## src/rtl/cv32e40s_xif_result_sequencer.sv

```systemverilog
// cv32e40s_xif_result_sequencer
// Records accepted eXtension offloads in program order, absorbs commit/kill
// decisions and out-of-order completions, and returns results strictly in
// issue order. Killed instructions are dropped without producing a result.
// Optional feature macro: CV32E40S_XIF_SEQ_BYPASS_EN. When defined, a head
// completion (exec) or head commit that makes the head presentable drives
// the result channel combinationally in the same cycle; when undefined, all
// result outputs are register-driven with one cycle of latency.
module cv32e40s_xif_result_sequencer #(
  parameter int X_ID_WIDTH  = 4,
  parameter int X_RFW_WIDTH = 32,
  parameter int DEPTH       = 4
) (
  input  logic                       clk,
  input  logic                       rst,
  input  logic                       issue_valid_i,
  input  logic                       issue_ready_i,
  output logic                       issue_ready_o,
  input  logic                       issue_accept_i,
  input  logic [X_ID_WIDTH-1:0]      issue_id_i,
  input  logic                       commit_valid_i,
  input  logic [X_ID_WIDTH-1:0]      commit_id_i,
  input  logic                       commit_kill_i,
  input  logic                       exec_valid_i,
  input  logic [X_ID_WIDTH-1:0]      exec_id_i,
  input  logic [X_RFW_WIDTH-1:0]     exec_data_i,
  input  logic [4:0]                 exec_rd_i,
  input  logic                       exec_we_i,
  output logic                       result_valid_o,
  input  logic                       result_ready_i,
  output logic [X_ID_WIDTH-1:0]      result_id_o,
  output logic [X_RFW_WIDTH-1:0]     result_data_o,
  output logic [4:0]                 result_rd_o,
  output logic                       result_we_o,
  output logic                       full_o,
  output logic [$clog2(DEPTH+1)-1:0] count_o,
  output logic                       proto_err_o
);

  localparam int AW = $clog2(DEPTH);
  localparam int PW = AW + 1;
  localparam int CW = $clog2(DEPTH + 1);

  typedef enum logic [1:0] {
    ST_PEND      = 2'd0,
    ST_COMMITTED = 2'd1,
    ST_KILLED    = 2'd2
  } state_e;

  // Entry storage (data-like; pointers decide which entries are live)
  logic [X_ID_WIDTH-1:0]  id_q   [DEPTH];
  logic [X_ID_WIDTH-1:0]  id_d   [DEPTH];
  state_e                 st_q   [DEPTH];
  state_e                 st_d   [DEPTH];
  logic                   done_q [DEPTH];
  logic                   done_d [DEPTH];
  logic [X_RFW_WIDTH-1:0] data_q [DEPTH];
  logic [X_RFW_WIDTH-1:0] data_d [DEPTH];
  logic [4:0]             rd_q   [DEPTH];
  logic [4:0]             rd_d   [DEPTH];
  logic                   we_q   [DEPTH];
  logic                   we_d   [DEPTH];

  // Control state
  logic [PW-1:0]          head_q, head_d;
  logic [PW-1:0]          tail_q, tail_d;
  logic                   proto_err_q, proto_err_d;
  logic                   res_valid_q, res_valid_d;
  logic [X_ID_WIDTH-1:0]  res_id_q, res_id_d;
  logic [X_RFW_WIDTH-1:0] res_data_q, res_data_d;
  logic [4:0]             res_rd_q, res_rd_d;
  logic                   res_we_q, res_we_d;

  logic [AW-1:0]          head_idx, tail_idx, hidx_d, slot;
  logic [PW-1:0]          count, count_d;
  logic                   full, push, pop;
  logic                   cm_hit, ex_hit, dup_hit, cm_new, ex_new, cm_err;
  logic [AW-1:0]          cm_idx, ex_idx;

  assign head_idx = head_q[AW-1:0];
  assign tail_idx = tail_q[AW-1:0];
  assign count    = tail_q - head_q;
  assign full     = (head_q[AW] != tail_q[AW]) && (head_idx == tail_idx);

  assign full_o        = full;
  assign count_o       = CW'(count);
  assign proto_err_o   = proto_err_q;
  // While in reset the core sees the decoder's readiness unmodified
  assign issue_ready_o = issue_ready_i & (~full | rst);
  assign push          = issue_valid_i & issue_ready_o & issue_accept_i;

  // Oldest-first CAM over live entries for commit, exec and duplicate-issue ids
  always_comb begin
    cm_hit  = 1'b0;
    cm_idx  = '0;
    ex_hit  = 1'b0;
    ex_idx  = '0;
    dup_hit = 1'b0;
    slot    = '0;
    for (int k = 0; k < DEPTH; k++) begin
      slot = head_idx + AW'(k);
      if (PW'(k) < count) begin
        if (!cm_hit && (id_q[slot] == commit_id_i)) begin
          cm_hit = 1'b1;
          cm_idx = slot;
        end
        if (!ex_hit && (id_q[slot] == exec_id_i)) begin
          ex_hit = 1'b1;
          ex_idx = slot;
        end
        if (id_q[slot] == issue_id_i) begin
          dup_hit = 1'b1;
        end
      end
    end
  end

`ifdef CV32E40S_XIF_SEQ_BYPASS_EN
  logic byp_exec, byp_commit;

  // Same-cycle presentation when exec or commit completes the head condition
  always_comb begin
    byp_exec   = exec_valid_i & ex_hit & (ex_idx == head_idx) &
                 (st_q[head_idx] == ST_COMMITTED) & ~done_q[head_idx];
    byp_commit = commit_valid_i & ~commit_kill_i & cm_hit & (cm_idx == head_idx) &
                 (st_q[head_idx] == ST_PEND) & done_q[head_idx];
    result_valid_o = res_valid_q | byp_exec | byp_commit;
    result_id_o    = res_id_q;
    result_data_o  = res_data_q;
    result_rd_o    = res_rd_q;
    result_we_o    = res_we_q;
    if (byp_exec) begin
      result_id_o   = id_q[head_idx];
      result_data_o = exec_data_i;
      result_rd_o   = exec_rd_i;
      result_we_o   = exec_we_i;
    end else if (byp_commit) begin
      result_id_o   = id_q[head_idx];
      result_data_o = data_q[head_idx];
      result_rd_o   = rd_q[head_idx];
      result_we_o   = we_q[head_idx];
    end
  end
`else
  assign result_valid_o = res_valid_q;
  assign result_id_o    = res_id_q;
  assign result_data_o  = res_data_q;
  assign result_rd_o    = res_rd_q;
  assign result_we_o    = res_we_q;
`endif

  // Next-state: push, commit/kill, completion, head pop and registered result
  always_comb begin
    id_d   = id_q;
    st_d   = st_q;
    done_d = done_q;
    data_d = data_q;
    rd_d   = rd_q;
    we_d   = we_q;
    cm_err = 1'b0;

    // A commit/exec naming the id being pushed lands on the new entry
    cm_new = push & ~cm_hit & (issue_id_i == commit_id_i);
    ex_new = push & ~ex_hit & (issue_id_i == exec_id_i);

    if (push) begin
      id_d[tail_idx]   = issue_id_i;
      st_d[tail_idx]   = ST_PEND;
      done_d[tail_idx] = 1'b0;
    end

    if (commit_valid_i) begin
      if (cm_hit) begin
        if (st_q[cm_idx] == ST_PEND) begin
          st_d[cm_idx] = commit_kill_i ? ST_KILLED : ST_COMMITTED;
        end else begin
          cm_err = 1'b1;
        end
      end else if (cm_new) begin
        st_d[tail_idx] = commit_kill_i ? ST_KILLED : ST_COMMITTED;
      end else begin
        cm_err = 1'b1;
      end
    end

    // Completions for killed or already-completed entries are dropped, which
    // also keeps a held result stable
    if (exec_valid_i) begin
      if (ex_hit) begin
        if ((st_d[ex_idx] != ST_KILLED) && !done_q[ex_idx]) begin
          done_d[ex_idx] = 1'b1;
          data_d[ex_idx] = exec_data_i;
          rd_d[ex_idx]   = exec_rd_i;
          we_d[ex_idx]   = exec_we_i;
        end
      end else if (ex_new) begin
        if (st_d[tail_idx] != ST_KILLED) begin
          done_d[tail_idx] = 1'b1;
          data_d[tail_idx] = exec_data_i;
          rd_d[tail_idx]   = exec_rd_i;
          we_d[tail_idx]   = exec_we_i;
        end
      end
    end

    pop = (count != '0) &
          ((st_q[head_idx] == ST_KILLED) | (result_valid_o & result_ready_i));

    head_d      = head_q + PW'(pop);
    tail_d      = tail_q + PW'(push);
    count_d     = tail_d - head_d;
    hidx_d      = head_d[AW-1:0];
    proto_err_d = proto_err_q | cm_err | (push & dup_hit);

    res_valid_d = (count_d != '0) && (st_d[hidx_d] == ST_COMMITTED) && done_d[hidx_d];
    res_id_d    = res_valid_d ? id_d[hidx_d]   : '0;
    res_data_d  = res_valid_d ? data_d[hidx_d] : '0;
    res_rd_d    = res_valid_d ? rd_d[hidx_d]   : '0;
    res_we_d    = res_valid_d ? we_d[hidx_d]   : 1'b0;
  end

  // Control and result registers with synchronous reset
  always_ff @(posedge clk) begin
    if (rst) begin
      head_q      <= '0;
      tail_q      <= '0;
      proto_err_q <= 1'b0;
      res_valid_q <= 1'b0;
      res_id_q    <= '0;
      res_data_q  <= '0;
      res_rd_q    <= '0;
      res_we_q    <= 1'b0;
    end else begin
      head_q      <= head_d;
      tail_q      <= tail_d;
      proto_err_q <= proto_err_d;
      res_valid_q <= res_valid_d;
      res_id_q    <= res_id_d;
      res_data_q  <= res_data_d;
      res_rd_q    <= res_rd_d;
      res_we_q    <= res_we_d;
    end
  end

  // Entry storage; liveness comes from the pointers so no reset is needed
  always_ff @(posedge clk) begin
    id_q   <= id_d;
    st_q   <= st_d;
    done_q <= done_d;
    data_q <= data_d;
    rd_q   <= rd_d;
    we_q   <= we_d;
  end

endmodule

```

## config.mk

```make
export PLATFORM = sky130hd
export DESIGN_NAME = cv32e40s_xif_result_sequencer
export DESIGN_NICKNAME = d
export VERILOG_FILES = /design/src/rtl/cv32e40s_xif_result_sequencer.sv
export SDC_FILE = /design/constraint.sdc
export NUM_CORES = 1
export LEC_CHECK = 0
export ABC_AREA = 1
export BUFFER_PORTS_ARGS = -buffer_cell sky130_fd_sc_hd__buf_2
export CORE_ASPECT_RATIO = 0.8
export CORE_UTILIZATION = 55
export DETAILED_ROUTE_END_ITERATION = 8
export HOLD_SLACK_MARGIN = 0.02
export PLACE_DENSITY = 0.85
export SYNTH_ARGS = -nofsm -noshare
export SYNTH_HDL_FRONTEND = slang
export SYNTH_SLANG_ARGS = --single-unit
```

## constraint.sdc

```tcl
create_clock -name clk -period 4.9 [get_ports clk]
set_clock_uncertainty 0.1 [all_clocks]
set_input_delay 0.49 -clock clk [delete_from_list [all_inputs] [get_ports clk]]
set_output_delay 0.49 -clock clk [all_outputs]
set_load 0.02 [all_outputs]
```

==> impl_metrics.tcl <==
set metrics [dict create \
    die_y_um 141.2 \
    power.share.switching_pct 42.66 \
    ys_types 51 \
    pwr-share-seq_pct 31.5 \
    dp_slack_ps 32.14 \
    grt_antenna_before_repair 1 \
    intPower_mw 4.542 \
    synth_seq_area_share_pct 34.55 \
    ys_async_sr_fraction_pct 0 \
    grt_pass1_vias 12101 \
    end_kind "register" \
    synth_mux_area_share_pct 0.07510 \
    yosysWarnings 0 \
    drc 0 \
    dp_hpwl_mm 24.69 \
    clock_tree.root_cell "clkbuf_16" \
    ff2ff_path_depth 35 \
    final_nets 2346 \
    n_antenna_cell 0 \
    synth_top_family_by_area "simple AND/OR/NAND/NOR gates" \
    cts_buffers 22 \
    synthAdderAreaFrac_pct 0.9012 \
    synth_edf_count 0 \
    p_leak_nw 9.031 \
    hold_slack_ps 186.8 \
    p_comb_share_pct 46.4 \
    drv_slew 0 \
    cts_buffer_depth 3 \
    core.rowCount 50 \
    routed_wirelength_mm 38.03 \
    vias 13533 \
    htreeDepth 1 \
    critPathMostFrequentCell "nand2_1" \
    clockPowerShare_pct 22.1 \
    io_pins 108 \
    holdBufCountCts 0 \
    nFillCells 2078 \
    path_max_fanout 8 \
    totalPowerFinal_mw 7.920 \
    drt-initial-drc-count 1533 \
    gp_congestion 1.030 \
    synth-compound-area-share_pct 3.990 \
    synthesis.area_um2 13330 \
    reg2reg_from "tail_q[0]" \
    power_density_nw_per_um2 522.3 \
    slew_headroom_pct 44.60 \
    synthCells 2198 \
    critPathKind "reg2reg" \
    ant_nets 0 \
    cts_tree "built" \
    hold_start "exec_data_i[9]" \
    max_stage_delay_ps 640 \
    drive_gt1_share_pct 14.13 \
    drtPass1Iterations 6 \
    synth-seq-cells 230 \
    synthesis.nets 2266 \
    synth_ff_type "dfxtp_1" \
    clk_latency_ps 510 \
    wl_per_cell_um 14.60 \
    switching_power_mw 3.378 \
    syn_avg_cell_area_um2 6.064 \
    die_w_um 176.0 \
    portBuffers 107 \
    final-setup-viol-count 0 \
    grt_max_degree 68 \
    ir_drop_mv 0.5051 \
    final_cell_mix "nand2_1, inv_1, nand3_1, dfxtp_1, buf_2" \
    min_path_type "in2reg" \
    whs_path_depth 3 \
    tightest_slew_ps 831.1 \
    grt-ovfl-total 0 \
    syn2layout_area_growth_pct 13.77 \
    synthXorXnorAreaFrac_pct 2.159 \
    fin_crit_sh_pct 93.86 \
    synthSimpleGateAreaFrac_pct 41.05 \
    crit_required_ps 5250 \
    finalWorstSetupSlack_ps 300.9 \
    setup_tns_ps 0 \
    final_common_cell "nand2_1" \
    clk_pin_slew_ps 70 \
    fmax_ghz 0.2174 \
    status "finished clean" \
    grt.total_usage_pct 29.59 \
    grt_pass1_wl_mm 59.51 \
    setup.worst_path.start_class "register" \
    vias_per_cell 5.195 \
    cp_data_arrival_time_ps 4950 \
    clock-sinks 230 \
    min_period_ps 4599 \
    cap_violations 0 \
    design.core.area_um2 23590 \
    start_util_pct 56.51 \
    crit_slowest_cell "fa_2" \
    final-hold-violation-count 0 \
    cp-startpoint "tail_q[0]" \
    die_area_um2 24860 \
]
-- cell families (layout without fill, tap and decap cells) --
family / Yosys count / after routing
compound gates: 89 / 89
xor+xnor: 32 / 32
fa+ha+maj: 9 / 9
buf+inv: 565 / 659
flops: 230 / 230
mux: 1 / 1
simple gates: 1272 / 1273
-- synthesized netlist by cell type (4+ instances only) --
cell type | n | area share (%)
a21oi_1 | 18 | 0.68
a31oi_1 | 5 | 0.23
a32o_1 | 4 | 0.30
buf_1 | 15 | 0.42
buf_2 | 23 | 0.86
buf_4 | 21 | 1.2
buf_6 | 5 | 0.42
clkbuf_1 | 31 | 0.87
dfxtp_1 | 230 | 35
ha_1 | 8 | 0.75
inv_1 | 435 | 12
inv_2 | 30 | 0.84
nand2_1 | 777 | 22
nand2_2 | 45 | 2.1
nand3_1 | 348 | 13
nand4_1 | 7 | 0.33
nor2_1 | 67 | 1.9
nor2_2 | 5 | 0.23
nor2_4 | 4 | 0.34
nor3_1 | 5 | 0.19
o211ai_1 | 4 | 0.23
o21ai_0 | 34 | 1.3
o21ai_1 | 7 | 0.26
xnor2_1 | 5 | 0.33
xor2_1 | 26 | 1.7
-- metrics by stage --
stage	util [%]	cell area, um2	std cells
2_1_floorplan	-	13330	2198
3_3_place_gp	59.57	14050	2551
3_5_place_dp	59.57	14050	2551
4_1_cts	62.70	14790	2590
5_1_grt	64.29	15160	2605
6_report	64.29	15160	2605
-- routing by layer --
metal	wire length [um]	GRT usage [%]
met5	0	0
met1	16580	40.89
met3	3695	4.720
met4	798	6.819
met2	16960	48.20
-- critical path, delay by kind of cell (launching register included) --
kind | cells | cell delay (ps)
flip-flops | 1 | 370
adder cells (fa/ha/maj) | 2 | 830
AO/OA/AOI/OAI | 2 | 290
buffers and inverters | 5 | 460
AND/OR/NAND/NOR | 26 | 2480
-- final timing paths --
check                                    endpoint  slack (ps)
worst max-delay path            result_data_o[27]         300
worst max register to register  result_data_o[27]         300
worst min register to register        data_q[105]         380
worst min-delay path                  data_q[105]         190
-- layout make-up --
class | instances | area (um2) | share of cell area, %
Multi-Input combinational cell | 1404 | 6599 | 43.52
Sequential cell | 230 | 4611 | 30.41
Inverter | 468 | 1785 | 11.77
Timing Repair Buffer | 152 | 1041 | 6.865
Clock buffer | 28 | 614.3 | 4.051
Tap cell | 312 | 390.4 | 2.574
Clock inverter | 11 | 122.6 | 0.8086
-- flip-flops by register name, summed over array words and instances, names as in the netlist --
register / count
result_rd_o: 5
id_q: 16
rd_q: 20
head_q: 3
tail_q: 3
result_data_o: 32
we_q: 4
result_id_o: 4
proto_err_o: 1
st_q: 8
done_q: 4
result_we_o: 1
data_q: 128
result_valid_o: 1
-- timing repair --
item                       in CTS  in global routing
setup endpoints to repair       0                195
buffers inserted                0                 11
resized for setup               0                 58
-- power by group through the flow --
stage / clock network (mW) / registers [mW] / logic, mW
after floorplan: 0 / 2.52 / 2.68
after global placement: 0 / 2.52 / 3.32
after detailed placement: 0 / 2.53 / 3.41
after CTS: 1.76 / 2.49 / 3.45
after global routing: 1.84 / 2.53 / 4.15
final: 1.75 / 2.49 / 3.68
Note: power is estimated with default switching activity, not from simulation.
